[config.mk]
export PLATFORM = sky130hd
export DESIGN_NAME = cora16_sequencer
export DESIGN_NICKNAME = d
export VERILOG_FILES = /design/src/rtl/cora16_sequencer.sv
export SDC_FILE = /design/constraint.sdc
export NUM_CORES = 1
export LEC_CHECK = 0
export BUFFER_PORTS_ARGS = -buffer_cell sky130_fd_sc_hd__clkbuf_2
export CAP_MARGIN = 40
export CORE_ASPECT_RATIO = 0.75
export CORE_MARGIN = 2
export CORE_UTILIZATION = 47
export CTS_BUF_LIST = sky130_fd_sc_hd__clkbuf_4
export CTS_CLUSTER_SIZE = 20
export DETAILED_ROUTE_END_ITERATION = 16
export GPL_ROUTABILITY_DRIVEN = 0
export PLACE_DENSITY = 0.78
export SYNTH_ARGS = -nofsm -noshare
export SYNTH_HDL_FRONTEND = slang
export SYNTH_SLANG_ARGS = --single-unit
[constraint.sdc]
create_clock -name clk -period 2 [get_ports clk]
set_clock_uncertainty 0.15 [all_clocks]
set_input_delay 0.4 -clock clk [delete_from_list [all_inputs] [get_ports clk]]
set_output_delay 0.4 -clock clk [all_outputs]
set_load 0.02 [all_outputs]
[src/rtl/cora16_sequencer.sv]
// cora16 fetch/decode/execute sequencer.
// Owns PC and IR, fetches 1- or 2-byte instructions over a byte-wide
// handshake, fetches/stores the memory operand, then pulses exec for one cycle.
module cora16_sequencer #(
    parameter logic [15:0] RESET_PC = 16'h0000
) (
    input  logic        clk,
    input  logic        rst,
    output logic [15:0] mem_addr,
    output logic        mem_rd,
    output logic        mem_wr,
    output logic [7:0]  mem_wdata,
    input  logic [7:0]  mem_rdata,
    input  logic        mem_ready,
    output logic [15:0] inst,
    output logic        dec_en,
    output logic [7:0]  data,
    input  logic        dec_halt,
    input  logic        dec_trap,
    input  logic        dec_mem,
    input  logic        dec_store,
    input  logic [15:0] opnd_addr,
    input  logic [7:0]  store_data,
    input  logic        pc_load,
    input  logic [15:0] pc_target,
    output logic        exec,
    output logic [15:0] pc,
    input  logic        resume,
    output logic        halted,
    output logic        trapped
);

    typedef enum logic [2:0] {
        S_FETCH_HI, S_FETCH_LO, S_DECODE, S_OPERAND,
        S_STORE, S_EXECUTE, S_HALT, S_TRAP
    } state_t;

    state_t      r_state;
    logic [15:0] r_pc, r_inst;
    logic [7:0]  r_data, r_wdata;
    logic        r_rd, r_wr, r_exec, r_dec_en, r_halted, r_trapped;
    logic [15:0] w_pc_next;
    logic [15:0] w_addr;

    // Bit 15 of the opcode marks a 2-byte instruction; PC arithmetic wraps at 16 bits.
    assign w_pc_next = r_pc + (r_inst[15] ? 16'd2 : 16'd1);

    // Address mux: PC for opcode fetch, PC+1 for the low byte, operand address otherwise.
    always_comb begin
        w_addr = r_pc;
        case (r_state)
            S_FETCH_LO:       w_addr = r_pc + 16'd1;
            S_OPERAND, S_STORE: w_addr = opnd_addr;
            default:          w_addr = r_pc;
        endcase
    end

    // Control FSM; outputs are registered and set on the transition into each state.
    always_ff @(posedge clk or posedge rst) begin
        if (rst) begin
            r_state   <= S_FETCH_HI;
            r_pc      <= RESET_PC;
            r_inst    <= 16'h0000;
            r_data    <= 8'h00;
            r_wdata   <= 8'h00;
            r_rd      <= 1'b0;
            r_wr      <= 1'b0;
            r_exec    <= 1'b0;
            r_dec_en  <= 1'b0;
            r_halted  <= 1'b0;
            r_trapped <= 1'b0;
        end else begin
            case (r_state)
                S_FETCH_HI: begin
                    // r_rd is low only in the first cycle after reset; no access is pending then.
                    if (r_rd && mem_ready) begin
                        r_inst[15:8] <= mem_rdata;
                        if (mem_rdata[7]) begin
                            r_state <= S_FETCH_LO;
                        end else begin
                            r_inst[7:0] <= 8'h00;
                            r_state     <= S_DECODE;
                            r_rd        <= 1'b0;
                            r_dec_en    <= 1'b1;
                        end
                    end else begin
                        r_rd <= 1'b1;
                    end
                end
                S_FETCH_LO: begin
                    if (mem_ready) begin
                        r_inst[7:0] <= mem_rdata;
                        r_state     <= S_DECODE;
                        r_rd        <= 1'b0;
                        r_dec_en    <= 1'b1;
                    end
                end
                S_DECODE: begin
                    if (dec_trap) begin
                        r_state   <= S_TRAP;
                        r_dec_en  <= 1'b0;
                        r_trapped <= 1'b1;
                    end else if (dec_halt) begin
                        // Resume continues after the halt instruction.
                        r_state  <= S_HALT;
                        r_dec_en <= 1'b0;
                        r_halted <= 1'b1;
                        r_pc     <= w_pc_next;
                    end else if (dec_store) begin
                        r_state <= S_STORE;
                        r_wr    <= 1'b1;
                        r_wdata <= store_data;
                    end else if (dec_mem) begin
                        r_state <= S_OPERAND;
                        r_rd    <= 1'b1;
                    end else begin
                        r_state <= S_EXECUTE;
                        r_exec  <= 1'b1;
                    end
                end
                S_OPERAND: begin
                    if (mem_ready) begin
                        r_data  <= mem_rdata;
                        r_rd    <= 1'b0;
                        r_state <= S_EXECUTE;
                        r_exec  <= 1'b1;
                    end
                end
                S_STORE: begin
                    if (mem_ready) begin
                        r_wr    <= 1'b0;
                        r_state <= S_EXECUTE;
                        r_exec  <= 1'b1;
                    end
                end
                S_EXECUTE: begin
                    r_exec   <= 1'b0;
                    r_dec_en <= 1'b0;
                    r_pc     <= pc_load ? pc_target : w_pc_next;
                    r_state  <= S_FETCH_HI;
                    r_rd     <= 1'b1;
                end
                S_HALT: begin
                    if (resume) begin
                        r_halted <= 1'b0;
                        r_state  <= S_FETCH_HI;
                        r_rd     <= 1'b1;
                    end
                end
                S_TRAP: begin
                    r_state <= S_TRAP;
                end
                default: begin
                    r_state <= S_FETCH_HI;
                end
            endcase
        end
    end

    assign mem_addr  = w_addr;
    assign mem_rd    = r_rd;
    assign mem_wr    = r_wr;
    assign mem_wdata = r_wdata;
    assign inst      = r_inst;
    assign dec_en    = r_dec_en;
    assign data      = r_data;
    assign exec      = r_exec;
    assign pc        = r_pc;
    assign halted    = r_halted;
    assign trapped   = r_trapped;

endmodule

Word level (Yosys, flattened, before mapping)
Cells that the tools add are included.

storage, ports and cells
  word-level logic and storage cells = 110
  flip-flop bits (word level) = 57
  bits of input ports = 57
  output and inout port bits = 70

operators by class
  reductions and logical operators = 23
  muxes and demuxes = 48
  bitwise operators = 2
  add/subtract/negate cells = 2
  equality and inequality tests = 23

operators with widths
  operator                                               count
  case mux 16 bit (2 select lines)                       2
  two-way mux 16 bit                                     3
  two-way mux 3 bit                                      8
  two-way mux 8 bit                                      3
  inequality test 2 bit, second input constant           12
  two-way mux 1 bit                                      23
  case mux 3 bit (7 select lines)                        1
  adder 16 x 1 -> 16 bit, second input constant          1
  adder 16 x 2 -> 16 bit                                 1
  case mux 8 bit (2 select lines)                        1
  AND reduction 4 bit                                    4
  equality test 3 bit, second input constant             4
  AND reduction 5 bit                                    2
  AND reduction 8 bit                                    1
  nonzero test 2 bit                                     4
  equality test 3 x 2 -> 1 bit, second input constant    2
  inequality test 3 bit, second input constant           2
  AND reduction 2 bit                                    3
  AND reduction 6 bit                                    1
  case mux 1 bit (5 select lines)                        1
  nonzero test 5 bit                                     1
  two-way mux 2 bit                                      2
  inequality test 2 x 1 -> 1 bit, second input constant  2
  case mux 1 bit (2 select lines)                        2
  10 further kinds                                       12

Longest topological paths before layout
Gate-level depths: netlist of the first run.

  depth after elaboration = 5
  mapped depth = 8
  mapped depth without buffers = 7

Worst setup path after synthesis of the first run
OpenSTA, ideal clock, no wires.

  path type = register -> output
  start = register r_pc[0] (netlist: pc[0])
  end = output mem_addr[8]
  path buffers = 0
  stages on the path, launching flop included = 6
  data required time = 1.450 ns
  setup slack = -0.603 ns
  data arrival time = 2.053 ns
  cell sequence = dfrtp_1 -> ha_1 -> and2_1 -> and2_1 -> nand2_1 -> o311ai_0

on the way
  longest elaborated chain between the ends = 2

RTL lines
  what                              line  RTL
  start, declared                   39    logic [15:0] r_pc, r_inst;
  start signal, assigned            108   r_pc <= w_pc_next;
  start signal, assigned            139   r_pc <= pc_load ? pc_target : w_pc_next;
  adder 16 x 1 -> 16 bit            52    S_FETCH_LO: w_addr = r_pc + 16'd1;
  case mux 16 bit (2 select lines)  51    case (r_state)
  end, declared                     9     output logic [15:0] mem_addr,

No other way between the ends.

Final worst setup path of the first run
  start = register r_state[1]
  end = output mem_addr[9]

on the way
  longest elaborated chain between the ends = 3
  elaborated cells on any way between the ends = 5
  those cells by class = eq/ne (3); mux (1); reduce/logical (1)

RTL lines
  what                                                                        line  RTL
  start, declared                                                             38    state_t r_state;
  start signal, assigned                                                      61    r_state <= S_FETCH_HI;
  start signal, assigned                                                      79    r_state <= S_FETCH_LO;
  start signal, assigned                                                      82    r_state <= S_DECODE;
  equality test 3 bit / equality test 3 x 2 -> 1 bit (equally long branches)  51
  OR reduction 2 bit (no line)                                                n/a
  case mux 16 bit (2 select lines) (*)                                        51

Every way passes the cells marked *; elsewhere a longest branch is shown, timed or not.

==> flow_metrics.tcl, run 1 <==
set metrics [dict create \
    fin_ws_ns -0.788 \
    grt_overflow 0 \
    r2r_cells 9 \
    clock.fmax_mhz 359 \
    slowest_delay_ns 0.47 \
    synth_ff_type "dfrtp_1" \
    fin_nets 691 \
    p_total_uw 12000 \
    finalCriticalPeriod_ns 2.79 \
    cp_common_cell "buf_4" \
    route.met3.wl_um 2910 \
    synth_xor_area_share_pct 0.473 \
    finalHoldViolations 0 \
    setup_viol 48 \
    peakVddDrop_v 0.00110 \
    seq_area_frac_synth_pct 38.6 \
    coreArea_sq_um 7500 \
    min_path_type "input port to flop" \
    synthMuxAreaShare_pct 7.81 \
    status "finished with violations" \
    synth_compound_area_share_pct 29.2 \
    post-route-util_pct 84.3 \
    final_area_sq_um 6320 \
    synth-edff-count 0 \
    synth_top_family_by_area "compound AO/OA/AOI/OAI gates" \
    grt_use_total_pct 37.2 \
    slew_viol_final 0 \
    drtPass1Iterations 7 \
    clockBufferDepth 2 \
    vias_per_cell 7.23 \
    startpoint_type "flop" \
    leakage_uw 0.00281 \
    cp_data_arrival_time_ns 2.24 \
    dp_hpwl_um 10200 \
    grt_pass1_vias 4665 \
    synthCells 407 \
    die_y_um 80.8 \
    layout-drive-gt1-share_pct 64.3 \
    synth_simple_gate_area_share_pct 16.9 \
    power_density_nw_per_um2 1900 \
    numCtsBuffers 9 \
    critPathRequiredTime_ns 1.45 \
    wl_per_cell_um 27.1 \
    port_buffers 126 \
    grt_max_degree 58 \
    critPathLaunch "r_state[1]$_DFFE_PP0P_" \
    top_layer_used "met4" \
    diodes 0 \
    area_delta_synth_final_pct 70.8 \
    cts.sinks 57 \
    insertion_delay_ns 0.46 \
    dieWidth_um 106 \
    drc_errors 0 \
    synth-seq-cells 57 \
    wl_met2_um 8510 \
    avgSynthCellArea_sq_um 9.09 \
    end_kind "output pin" \
    dr_total_vias 5318 \
    maxSlewHeadroom_pct 59.4 \
    grt_pass1_wl_um 24600 \
    finalSetupTns_ns -15.28 \
    rows 27 \
    fillCellCount 363 \
    synth_area_sq_um 3700 \
    post-place-ws_ns -0.212 \
    detail-route-antenna-nets 0 \
    cts_htree_levels 3 \
    rrSetupSlack_ns -0.45 \
    synthAdderAreaFrac_pct 1.56 \
    antenna_found_initial 0 \
    critPathMaxFanout 8 \
    rsz0062_at_grt "yes" \
    initial_core_util_pct 49.3 \
    yosysUniqueCellTypes 68 \
    drt-initial-drc-count 1027 \
    wirelength_um 19900 \
    placed_cell_area_sq_um 5170 \
    crit_slowest_cell "dfrtp_2" \
    violations "negative setup slack" \
    postSynth.asyncResetShare_pct 100 \
    cp_cell_sequence "buf_6 > buf_8 > nor2_1 > buf_4 > o31ai_4 > a21oi_2 > a211oi_2 > buf_4" \
    syn_nets 468 \
    r2r-start "pc[0]$_DFFE_PP0P_" \
    crit_end "mem_addr[9]" \
    ys_warn_count 0 \
    cts_root_buf "clkbuf_4" \
    met1_length_um 6920 \
    cts_tree "yes" \
    criticalPathCategory "flop to output pin" \
    tightest_slew_ns 0.602 \
    period_share_pct 139 \
    maxCapViolations 0 \
    fp.dieArea_sq_um 8600 \
    ios 127 \
    reg2reg_to "pc[11]$_DFFE_PP0P_" \
    clk_pin_slew_ns 0.15 \
]
cell families after synthesis:
group	Yosys count
AND/OR/NAND/NOR	108
adder cells (fa/ha/maj)	4
buffers and inverters	50
flip-flops	57
XOR/XNOR	2
AO/OA/AOI/OAI	160
multiplexers	26
state kept, by name, summed over array words and instances (netlist names):
signal / flops
data: 8
dec_en: 1
exec: 1
halted: 1
inst: 16
mem_rd: 1
mem_wdata: 8
mem_wr: 1
pc: 16
r_state: 3
trapped: 1
power by group:
group | total (uW) | switching (uW) | internal [uW]
clock | 772 | 531 | 240
sequential | 2200 | 499 | 1700
combinational | 9020 | 5140 | 3880
metrics by stage:
stage	cells	hold WS [ns]
3_5_place_dp	684	0.315
4_1_cts	727	0.0520
2_1_floorplan	407	0.373
6_report	736	0.0143
3_3_place_gp	684	0.310
5_1_grt	736	0.0370
what timing repair did:
item / CTS / global route
endpoints found under the setup margin: 35 / 58
hold buffers: 1 / 0
pin swaps: 30 / 34
hold endpoints to repair: 57 / 0
gates cloned: 1 / 2
gates resized for setup: 107 / 76
buffers inserted: 25 / 8
synthesized netlist by cell type (all sizes together) (4+ instances only):
library cell	instances	area share, %
nor2b	5	0.85
nor3	6	0.81
nand2b	5	0.85
a211oi	9	1.8
nand3	8	1.1
o22ai	14	2.4
or4	5	1.0
a21o	4	0.81
a22oi	7	1.4
mux2	23	7.0
o32ai	4	0.95
nand2	24	2.4
a22o	9	2.1
nor2	17	1.9
clkbuf	21	2.1
or3	6	1.1
inv	13	1.3
and2	4	0.68
o31ai	6	1.2
nand4	6	1.5
o21ai	29	3.9
o221ai	4	0.95
buf	15	2.0
nor4	6	1.0
a21oi	36	4.9
dfrtp	57	39
cell usage in the layout (no fill, tap or decap), types with 4 or more instances in the layout:
master      n
a21oi_1    22
nand2_2     4
clkbuf_2  110
nand3_1     5
nor2_1     11
a211oi_2    5
buf_6      35
mux2_2     23
inv_2       4
a22oi_1     7
o21ai_1    10
buf_4      86
buf_12      6
nor3_1      4
o21ai_0    14
o22ai_1     8
nand2_1    18
dfrtp_1    43
or4_4       4
a22o_1      9
clkbuf_4   11
o22ai_2     5
dfrtp_2    14
inv_1       7
a21oi_2    13
nor2_2      4
metal layers:
layer	GRT usage, %	vias up
met5	0	-
met2	61.3	640
li1	-	2015
met3	8.35	213
met1	47.0	2450
met4	17.7	0
layout make-up:
class	instances	area, sq um	share of cell area [%]
repair buffers	248	1870	29.6
clock inverters	7	37.5	0.594
clock buffers	9	67.6	1.07
well taps	101	126	2.00
inverters	14	61.3	0.970
flip-flops and latches	57	1440	22.8
multi-input cells	300	2710	42.9
worst min path at each step:
stage / startpoint / endpoint / slack (ns) / depth (start not counted)
floorplan: pc_target[10] / pc[10]$_DFFE_PP0P_ / 0.37 / 2
global placement: trapped$_DFFE_PP0P_ / trapped$_DFFE_PP0P_ / 0.31 / 1
detailed placement: rst / inst[2]$_DFFE_PP0P_ / 0.32 / 3
CTS: store_data[3] / mem_wdata[3]$_DFFE_PP0P_ / 0.05 / 2
global route: store_data[3] / mem_wdata[3]$_DFFE_PP0P_ / 0.04 / 2
finish: pc_target[0] / pc[0]$_DFFE_PP0P_ / 0.01 / 3
worst max-delay path, delay by kind of cell (launching register included):
family / cells / cell delay [ns]
buffers and inverters: 4 / 0.67
and+or+nand+nor: 1 / 0.15
DFF: 1 / 0.47
AOI/OAI and AO/OA: 3 / 0.49
(Power assumes the default switching activity.)
==> run 2: changes to the inputs <==
--- a/config.mk
+++ b/config.mk
@@ -9,12 +9,12 @@
 export CAP_MARGIN = 40
 export CORE_ASPECT_RATIO = 0.75
 export CORE_MARGIN = 2
-export CORE_UTILIZATION = 47
+export CORE_UTILIZATION = 56
 export CTS_BUF_LIST = sky130_fd_sc_hd__clkbuf_4
 export CTS_CLUSTER_SIZE = 20
 export DETAILED_ROUTE_END_ITERATION = 16
 export GPL_ROUTABILITY_DRIVEN = 0
-export PLACE_DENSITY = 0.78
+export PLACE_DENSITY = 0.87
 export SYNTH_ARGS = -nofsm -noshare
 export SYNTH_HDL_FRONTEND = slang
 export SYNTH_SLANG_ARGS = --single-unit
==> constraint.sdc (replaced) <==
create_clock -name clk -period 3.3 [get_ports clk]
set_clock_uncertainty 0.15 [all_clocks]
set_input_delay 0.66 -clock clk [delete_from_list [all_inputs] [get_ports clk]]
set_output_delay 0.66 -clock clk [all_outputs]
set_load 0.02 [all_outputs]
==> run 2 against run 1 <==
Compared with the run above:
- the flow now finishes without violations
- count of clock-buffer cells in the layout unchanged
- hold slack better by 0.29 ns
- via count down 24%
- cell count down 17%
- critical path depth down 2
- routed wire length down 43%
- clock power down 28%
- largest cell class unchanged
- sequential share of layout area up 8.6 points
- largest power group unchanged
==> flow_metrics.tcl, run 2 (same netlist as run 1, synthesis figures left out) <==
set metrics [dict create \
    status "finished clean" \
    slowest_delay_ns 0.47 \
    detail-route-antenna-nets 0 \
    die_y_um 74.4 \
    maxSlewHeadroom_pct 43.0 \
    crit_slowest_cell "dfrtp_1" \
    post-route-util_pct 71.7 \
    layout-drive-gt1-share_pct 37.2 \
    multi_input_area_sq_um 2070 \
    initial_core_util_pct 58.3 \
    area_delta_synth_final_pct 23.1 \
    globalRouteMet1Util_pct 43.5 \
    cts_root_buf "clkbuf_4" \
    end_kind "output pin" \
    setup_viol 0 \
    vias_per_cell 6.62 \
    drt-initial-drc-count 589 \
    numCtsBuffers 9 \
    fp.dieArea_sq_um 7280 \
    port_buffers 126 \
    drc_errors 0 \
    wl_per_cell_um 18.7 \
    use_met2_pct 49.3 \
    period_share_pct 97.5 \
    ios 127 \
    clockBufferDepth 2 \
    final_cell_mix "126 x clkbuf_2, 52 x dfrtp_1, 36 x a21oi_1" \
    slew_viol_final 0 \
    rows 25 \
    cp_common_cell "and2_1" \
    finalHoldViolations 0 \
    cts_htree_levels 3 \
    startpoint_type "flop" \
    min_path_type "input port to flop" \
    rsz0062_at_grt "no" \
    layout_commonest_cell "clkbuf_2" \
    grt_use_total_pct 31.1 \
    drtPass1Iterations 7 \
    coreArea_sq_um 6350 \
    busiest_layer "met2" \
    finalCriticalPeriod_ns 3.22 \
    criticalPathCategory "flop to output pin" \
    dp_hpwl_um 8480 \
    grt_pass1_vias 3469 \
    cts_tree "yes" \
    cts.sinks 57 \
    peakVddDrop_v 0.000659 \
    finalSetupTns_ns 0 \
    leakage_uw 0.00210 \
    dr_total_vias 4039 \
    use_met3_pct 7.89 \
    critPathTopFamily "simple AND/OR/NAND/NOR gates" \
    grt_overflow 0 \
    dieWidth_um 97.9 \
    clk_pin_slew_ns 0.12 \
    clock.fmax_mhz 311 \
    power_density_nw_per_um2 1090 \
    cp_cell_sequence "ha_1 > and2_1 > and2_1 > nand2_1 > o311ai_0 > clkbuf_2" \
    insertion_delay_ns 0.43 \
    critPathMaxFanout 6 \
    diodes 0 \
    grt_max_degree 29 \
    tightest_slew_ns 0.851 \
    antenna_found_initial 0 \
    regArea_sq_um 1430 \
    cp_data_arrival_time_ns 2.41 \
    critPathRequiredTime_ns 2.49 \
    maxCapViolations 0 \
    fillCellCount 509 \
    cp_num_buf_inv 1 \
    fin_nets 585 \
    wirelength_um 11400 \
    grt_pass1_wl_um 17900 \
]
[run 2: layer usage]
layer | part of all wire (%) | vias up
met2 | 46 | 282
met1 | 40 | 1924
met4 | 2.0 | 0
met3 | 12 | 33
li1 | - | 1800
met5 | 0 | -
[run 2: final cells by class]
class                      count  area share [%]
clock buffer                   9            1.48
clock inverter                 7            1.73
inverter                      14            1.15
multi-input combinational    300            45.4
sequential                    57            31.5
tap                           81            2.23
timing repair buffer         142            16.5
[run 2: where the power goes]
group          internal [uW]  switching (uW)  leakage (uW)  total [uW]
combinational           1110            1860       0.00135        2970
clock                    236             316     0.0000692         553
sequential              1020             405      0.000682        1420
total                   2360            2580       0.00210        4950
[run 2: final timing paths]
path / slack (ns) / depth (start not counted) / start / end
max in group asynchronous: 1.81 / 4 / rst / pc[0]$_DFFE_PP0P_
max reg2reg: 0.79 / 7 / inst[15]$_DFFE_PP0P_ / pc[12]$_DFFE_PP0P_
min: 0.30 / 2 / store_data[4] / mem_wdata[4]$_DFFE_PP0P_
min reg2reg: 0.35 / 1 / trapped$_DFFE_PP0P_ / trapped$_DFFE_PP0P_
min in group asynchronous: 0.53 / 3 / rst / halted$_DFFE_PP0P_
max: 0.08 / 6 / pc[1]$_DFFE_PP0P_ / mem_addr[8]
[run 2: timing repair]
action / CTS / global route
hold buffers: 1 / 0
setup buffers: 0 / 0
setup endpoints to repair: 0 / 5
gates resized for setup: 0 / 5
hold endpoints to repair: 8 / 0
[run 2: metrics by stage]
stage	worst slack [ns]	power [uW]	instances	instance area (sq um)	hold WS [ns]
after floorplan	0.437	3360	407	3700	0.441
after global placement	0.539	4230	593	4390	0.305
after detailed placement	0.554	4320	593	4390	0.319
after CTS	0.0598	4880	610	4550	0.296
after global routing	0.0170	5240	610	4550	0.299
final	0.0837	4950	610	4550	0.301
